--- config.mk ---
export PLATFORM = sky130hd
export DESIGN_NAME = if_fetch
export DESIGN_NICKNAME = d
export VERILOG_FILES = /design/src/rtl/if_pkg.sv /design/src/rtl/if_icache.sv /design/src/rtl/if_fetch.sv
export SDC_FILE = /design/constraint.sdc
export NUM_CORES = 1
export LEC_CHECK = 0
export ABC_CLOCK_PERIOD_IN_PS = 6400
export CORE_UTILIZATION = 30
export CTS_BUF_LIST = sky130_fd_sc_hd__clkbuf_8
export DETAILED_ROUTE_END_ITERATION = 8
export GPL_ROUTABILITY_DRIVEN = 0
export PLACE_DENSITY = 0.59
export SETUP_SLACK_MARGIN = 0.15
export SYNTH_ARGS = -nofsm -noshare
export SYNTH_HDL_FRONTEND = slang
export SYNTH_HIERARCHICAL = 1
export SYNTH_SLANG_ARGS = --single-unit
--- constraint.sdc ---
create_clock -name clk -period 6.4 [get_ports clk]
set_clock_uncertainty 0.15 [all_clocks]
set_input_delay 1.28 -clock clk [delete_from_list [all_inputs] [get_ports clk]]
set_output_delay 1.28 -clock clk [all_outputs]
set_load 0.05 [all_outputs]
--- src/rtl/if_pkg.sv ---
// Shared types and helpers for the instruction-fetch stage.
package if_pkg;

  typedef enum logic [1:0] {
    IDLE = 2'd0,
    WAIT = 2'd1,
    DROP = 2'd2,
    OUT  = 2'd3
  } state_t;

  localparam logic [31:0] DEFAULT_RESET_PC = 32'h0000_0000;
  localparam logic [31:0] INST_NOP         = 32'h0000_0013;

  // Controller delivers byte +0 in [31:24]; RISC-V wants it in [7:0].
  function automatic logic [31:0] byte_swap(input logic [31:0] d);
    return {d[7:0], d[15:8], d[23:16], d[31:24]};
  endfunction

endpackage

--- src/rtl/if_icache.sv ---
// Direct-mapped one-word-per-line instruction cache (used with IF_ICACHE_EN).
// Addresses are word addresses (byte address [31:2]).
module if_icache #(
  parameter int unsigned LINES = 16
) (
  input  logic        clk,
  input  logic        rst,
  input  logic [29:0] lk_word,
  output logic        lk_hit_c,
  output logic [31:0] lk_data_c,
  input  logic        fill_we,
  input  logic [29:0] fill_word,
  input  logic [31:0] fill_data
);

  localparam int unsigned IDX_W = $clog2(LINES);
  localparam int unsigned TAG_W = 30 - IDX_W;

  logic [LINES-1:0] valid_q;
  logic [TAG_W-1:0] tag_q  [LINES];
  logic [31:0]      data_q [LINES];

  logic [IDX_W-1:0] lk_idx;
  logic [TAG_W-1:0] lk_tag;
  logic [IDX_W-1:0] fill_idx;
  logic [TAG_W-1:0] fill_tag;

  assign lk_idx   = lk_word[IDX_W-1:0];
  assign lk_tag   = lk_word[29:IDX_W];
  assign fill_idx = fill_word[IDX_W-1:0];
  assign fill_tag = fill_word[29:IDX_W];

  // Combinational lookup.
  assign lk_hit_c  = valid_q[lk_idx] && (tag_q[lk_idx] == lk_tag);
  assign lk_data_c = data_q[lk_idx];

  // Valid bits: cleared only by reset.
  always_ff @(posedge clk) begin
    if (rst) begin
      valid_q <= '0;
    end else if (fill_we) begin
      valid_q[fill_idx] <= 1'b1;
    end
  end

  // Tag and data storage; contents are meaningless until the valid bit is set.
  always_ff @(posedge clk) begin
    if (fill_we) begin
      tag_q[fill_idx]  <= fill_tag;
      data_q[fill_idx] <= fill_data;
    end
  end

endmodule

--- src/rtl/if_fetch.sv ---
// Instruction-fetch stage: one word fetch in flight at a time, redirect
// handling with drop of in-flight responses, valid/ready hand-off to decode.
// Optional macro IF_ICACHE_EN adds a direct-mapped instruction cache.
module if_fetch
  import if_pkg::*;
#(
  parameter logic [31:0] RESET_PC     = DEFAULT_RESET_PC,
  parameter int unsigned ICACHE_LINES = 16
) (
  input  logic        clk,
  input  logic        rst,
  output logic        mem_req,
  output logic [31:0] mem_addr,
  input  logic        mem_ok,
  input  logic [31:0] mem_data,
  input  logic        redirect,
  input  logic [31:0] redirect_pc,
  output logic        id_valid,
  input  logic        id_ready,
  output logic [31:0] id_inst,
  output logic [31:0] id_pc
);

  state_t      state_q, state_d;
  logic [31:0] pc_q, pc_d;
  logic [31:0] pend_q, pend_d;
  logic        mem_req_d;
  logic [31:0] mem_addr_d;
  logic        id_valid_d;
  logic [31:0] id_inst_d;
  logic [31:0] id_pc_d;

  logic [31:0] rpc_c;
  logic        fetch_go_c;
  logic [31:0] fetch_addr_c;

  assign rpc_c = redirect_pc & 32'hFFFF_FFFC;

`ifdef IF_ICACHE_EN
  logic        hit_c;
  logic [31:0] hit_data_c;
  logic        fill_we_c;

  assign fill_we_c = (state_q == WAIT) && mem_ok && !redirect;

  if_icache #(.LINES(ICACHE_LINES)) u_icache (
    .clk       (clk),
    .rst       (rst),
    .lk_word   (fetch_addr_c[31:2]),
    .lk_hit_c  (hit_c),
    .lk_data_c (hit_data_c),
    .fill_we   (fill_we_c),
    .fill_word (pc_q[31:2]),
    .fill_data (byte_swap(mem_data))
  );
`endif

  // Decide whether a new fetch starts this cycle and at which address.
  always_comb begin
    fetch_go_c   = 1'b0;
    fetch_addr_c = pc_q;
    unique case (state_q)
      IDLE: fetch_go_c = 1'b1;
      WAIT: begin
        if (redirect && mem_ok) begin
          fetch_go_c   = 1'b1;
          fetch_addr_c = rpc_c;
        end
      end
      DROP: begin
        if (mem_ok) begin
          fetch_go_c   = 1'b1;
          fetch_addr_c = redirect ? rpc_c : pend_q;
        end
      end
      OUT: begin
        if (redirect) begin
          fetch_go_c   = 1'b1;
          fetch_addr_c = rpc_c;
        end else if (id_ready) begin
          fetch_go_c   = 1'b1;
          fetch_addr_c = pc_q + 32'd4;
        end
      end
      default: ;
    endcase
  end

  // Next-state and registered-output logic.
  always_comb begin
    state_d    = state_q;
    pc_d       = pc_q;
    pend_d     = pend_q;
    mem_req_d  = mem_req;
    mem_addr_d = mem_addr;
    id_valid_d = id_valid;
    id_inst_d  = id_inst;
    id_pc_d    = id_pc;

    unique case (state_q)
      WAIT: begin
        if (redirect && !mem_ok) begin
          pend_d  = rpc_c;
          state_d = DROP;
        end else if (mem_ok && !redirect) begin
          id_valid_d = 1'b1;
          id_inst_d  = byte_swap(mem_data);
          id_pc_d    = pc_q;
          mem_req_d  = 1'b0;
          state_d    = OUT;
        end
      end
      DROP: begin
        if (redirect && !mem_ok) begin
          pend_d = rpc_c;
        end
      end
      default: ;
    endcase

    if (fetch_go_c) begin
      state_d    = WAIT;
      pc_d       = fetch_addr_c;
      mem_addr_d = fetch_addr_c;
      mem_req_d  = 1'b1;
      id_valid_d = 1'b0;
`ifdef IF_ICACHE_EN
      if (hit_c) begin
        state_d    = OUT;
        mem_req_d  = 1'b0;
        id_valid_d = 1'b1;
        id_inst_d  = hit_data_c;
        id_pc_d    = fetch_addr_c;
      end
`endif
    end
  end

  // State and output registers.
  always_ff @(posedge clk) begin
    if (rst) begin
      state_q  <= IDLE;
      pc_q     <= RESET_PC;
      pend_q   <= 32'h0;
      mem_req  <= 1'b0;
      mem_addr <= 32'h0;
      id_valid <= 1'b0;
      id_inst  <= 32'h0;
      id_pc    <= 32'h0;
    end else begin
      state_q  <= state_d;
      pc_q     <= pc_d;
      pend_q   <= pend_d;
      mem_req  <= mem_req_d;
      mem_addr <= mem_addr_d;
      id_valid <= id_valid_d;
      id_inst  <= id_inst_d;
      id_pc    <= id_pc_d;
    end
  end

endmodule

==> run metrics <==
vias in the first global route 5157; Peak VDD IR ~120 uV; Chip Width around 140 um; total power 0.00205 W; Tot GR Track Use 0.184; Avg WL per Cell roughly 16 um; Mapped Cells approximately 760; placed cell areas 7560 um2; Clock power frac 0.413; crit path DAT approximately 4.3 ns; RSZ-0062 raised after global routing no; crit-path cells clkdlybuf4s50_1 -> buf_4 -> nand2b_1 -> o32a_1 -> and2_1 -> buf_4 -> nand2_1 -> a31o_1; CTS tree yes; outcome completed; number of remaining DRC errors 0; Finished Core Util 0.425; first-pass GRT wire length around 29 mm; worst-path fanout max 22; die area between 15000 and 20000 um2; Yosys cell types 61; sw frac 0.286; Pint roughly 0.0015 W; Via Count between 5000 and 6000; clock buffer depth 2; Tcrit/Tclk final 0.643; post-synthesis sequential area ratio 0.433; critical path's slowest cell nand2b_1; CP required roughly 6.6 ns; initial DRC count 523; Worst Setup End Kind register; Design Area, Final 8040 um2; kind of critical path input pin to register; Sw Pwr about 0.00059 W; Initial Util 0.308; clock-pin slew on the worst setup and hold paths approximately 0.070 ns; post-synthesis async set-or-reset flop share 0; combinational share of power 0.168; Pleak ~2.7 nW; setup bufs post-CTS 0; fmax roughly 240 MHz; CTS resizes 0; Setup crit start kind input pin; floorplan row count 50; Vias/cell slightly below 5; wirelength, routed around 18 mm; Hold WC Path Type register to register; latest clock arrival within the worst-skew pair 0.45 ns; Die Height between 100 and 150 um; number of synthesized flops with an enable pin 0; Least-Margin Pin Slew approximately 1.1 ns; prevailing post-synth register cell dfxtp_1; total negative slack 0 ns; # IOs between 150 and 200; final setup vio count 0; Clock Sinks 126; CTS hold repair buffers 0; Layout fillers ~2000; DP HPWL roughly 13 mm; Num CTS Buffers 17; most used cell, CP buf_4; Placed Cells about 1100; sequential power share 0.420; core area between 15000 and 20000 um2; CP Buf/Inv Count 3; DR pass1 iterations 5; Final Net Count 967; post-synthesis register bit count around 130; Layout area overhead 37.9%; Top Family by Delay on Critical Path simple AND/OR/NAND/NOR gates; GRT overflow 0; Ant. Diodes 0; max_slew headroom 0.265; Final min period about 4 ns; Syn Std Cell Area ~6000 um2; post-route ant nets 0; critical path's largest stage delay 0.74 ns; average size of a mapped cell between 7 and 8 um2; clk root buf clkbuf_8; Non-Filler Instances between 1000 and 1500; antenna violations before repair 0; cell area power density ~260 nW/um2; Port Buffers 160; H-tree levels 4; Max Cap Viol 0; synth warn 6; largest net degree at the start of global routing 96; Max Slew Vio Count 0; final hold violation count 0; share of cells above drive strength 1 0.0554
==> cells in the final DEF, fill, tap and decap left out, types with 3 or more instances in the layout <==
cell type / count
a211oi_1: 7
a21o_1: 9
a21oi_1: 119
a221oi_1: 8
a22o_1: 9
a22oi_1: 10
a31oi_1: 9
and2_1: 5
and3_1: 6
buf_4: 9
bufinv_16: 6
clkbuf_8: 19
clkdlybuf4s50_1: 159
clkinv_2: 3
conb_1: 4
dfxtp_1: 126
ha_1: 8
inv_1: 17
nand2_1: 217
nand3_1: 19
nand4_1: 8
nand4b_1: 3
nor2_1: 26
nor3_1: 8
nor4_1: 4
o211ai_1: 3
o21ai_0: 25
o21ai_1: 3
o31ai_1: 3
xnor2_1: 3
xor2_1: 3
==> stage by stage <==
| stage | worst slack [ns] | hold WS (ns) |
|---|---|---|
| 4_1_cts | 2.34 | 0.306 |
| 6_report | 2.29 | 0.304 |
| 3_5_place_dp | 1.86 | 0.296 |
| 3_3_place_gp | 1.87 | 0.291 |
| 2_1_floorplan | 3.45 | 0.286 |
| 5_1_grt | 2.14 | 0.317 |
==> state kept, by name, summed over array words and instances, names as in the netlist <==
signal / count
mem_req: 1
id_valid: 1
pend_q: 30
pc_q: 30
id_inst: 32
state_q: 2
id_pc: 30
==> power by group through the flow <==
stage	logic [W]	clock network, W	registers [W]
6_report	0.000343	0.000846	0.000860
5_1_grt	0.000367	0.000895	0.000866
4_1_cts	0.000345	0.000865	0.000860
3_5_place_dp	0.000344	0	0.000878
3_3_place_gp	0.000342	0	0.000878
2_1_floorplan	0.000134	0	0.000947
==> worst min-delay path: stages, from the launching register on <==
cell and delay [ns]:
dfxtp_1 0.31, nand2_1 0.05, a21oi_1 0.05
==> cell families (layout without fill, tap and decap cells) <==
family,count (synthesis),after routing,synth area share
AOI/OAI and AO/OA,227,227,0.239
xor gates and xnor gates,6,6,0.00902
adders and majority gates,8,8,0.0172
buffers and inverters,78,215,0.0567
DFF,126,126,0.433
muxes,3,3,0.00537
other,1,4,0.000644
and+or+nand+nor,314,314,0.239
==> final timing paths <==
path,depth (start not counted),slack (ns),endpoint,startpoint
max,8,2.29,pc_q[7],redirect
min,2,0.30,id_inst[14],id_inst[14]
max reg2reg,7,3.02,pc_q[7],state_q[0]
min reg2reg,2,0.30,id_inst[14],id_inst[14]
==> layout make-up <==
cell class | count | area, um2 | share of cell area
inverters | 15 | 56.3 | 0.00701
clock inverters | 13 | 219 | 0.0272
clock buffers | 19 | 262 | 0.0325
flip-flops and latches | 126 | 2520 | 0.314
multi-input cells | 562 | 2990 | 0.372
repair buffers | 168 | 1660 | 0.206
well taps | 260 | 325 | 0.0405
==> synthesized netlist by cell type, drive strengths merged (10+ instances only) <==
| master | number | area share |
|---|---|---|
| o21ai | 28 | 0.024 |
| nor2 | 27 | 0.018 |
| inv | 15 | 0.0097 |
| nand2 | 218 | 0.14 |
| dfxtp | 126 | 0.43 |
| clkbuf | 45 | 0.029 |
| a22oi | 10 | 0.013 |
| nand3 | 20 | 0.019 |
| buf | 18 | 0.018 |
| a21oi | 119 | 0.10 |
| nand4 | 10 | 0.013 |
==> layer usage <==
layer / part of all wire / GRT usage
met4: 0.014 / 0.0658
met2: 0.45 / 0.276
met1: 0.48 / 0.263
met3: 0.051 / 0.0334
met5: 0 / 0
Power figures use the tool's default switching activity.
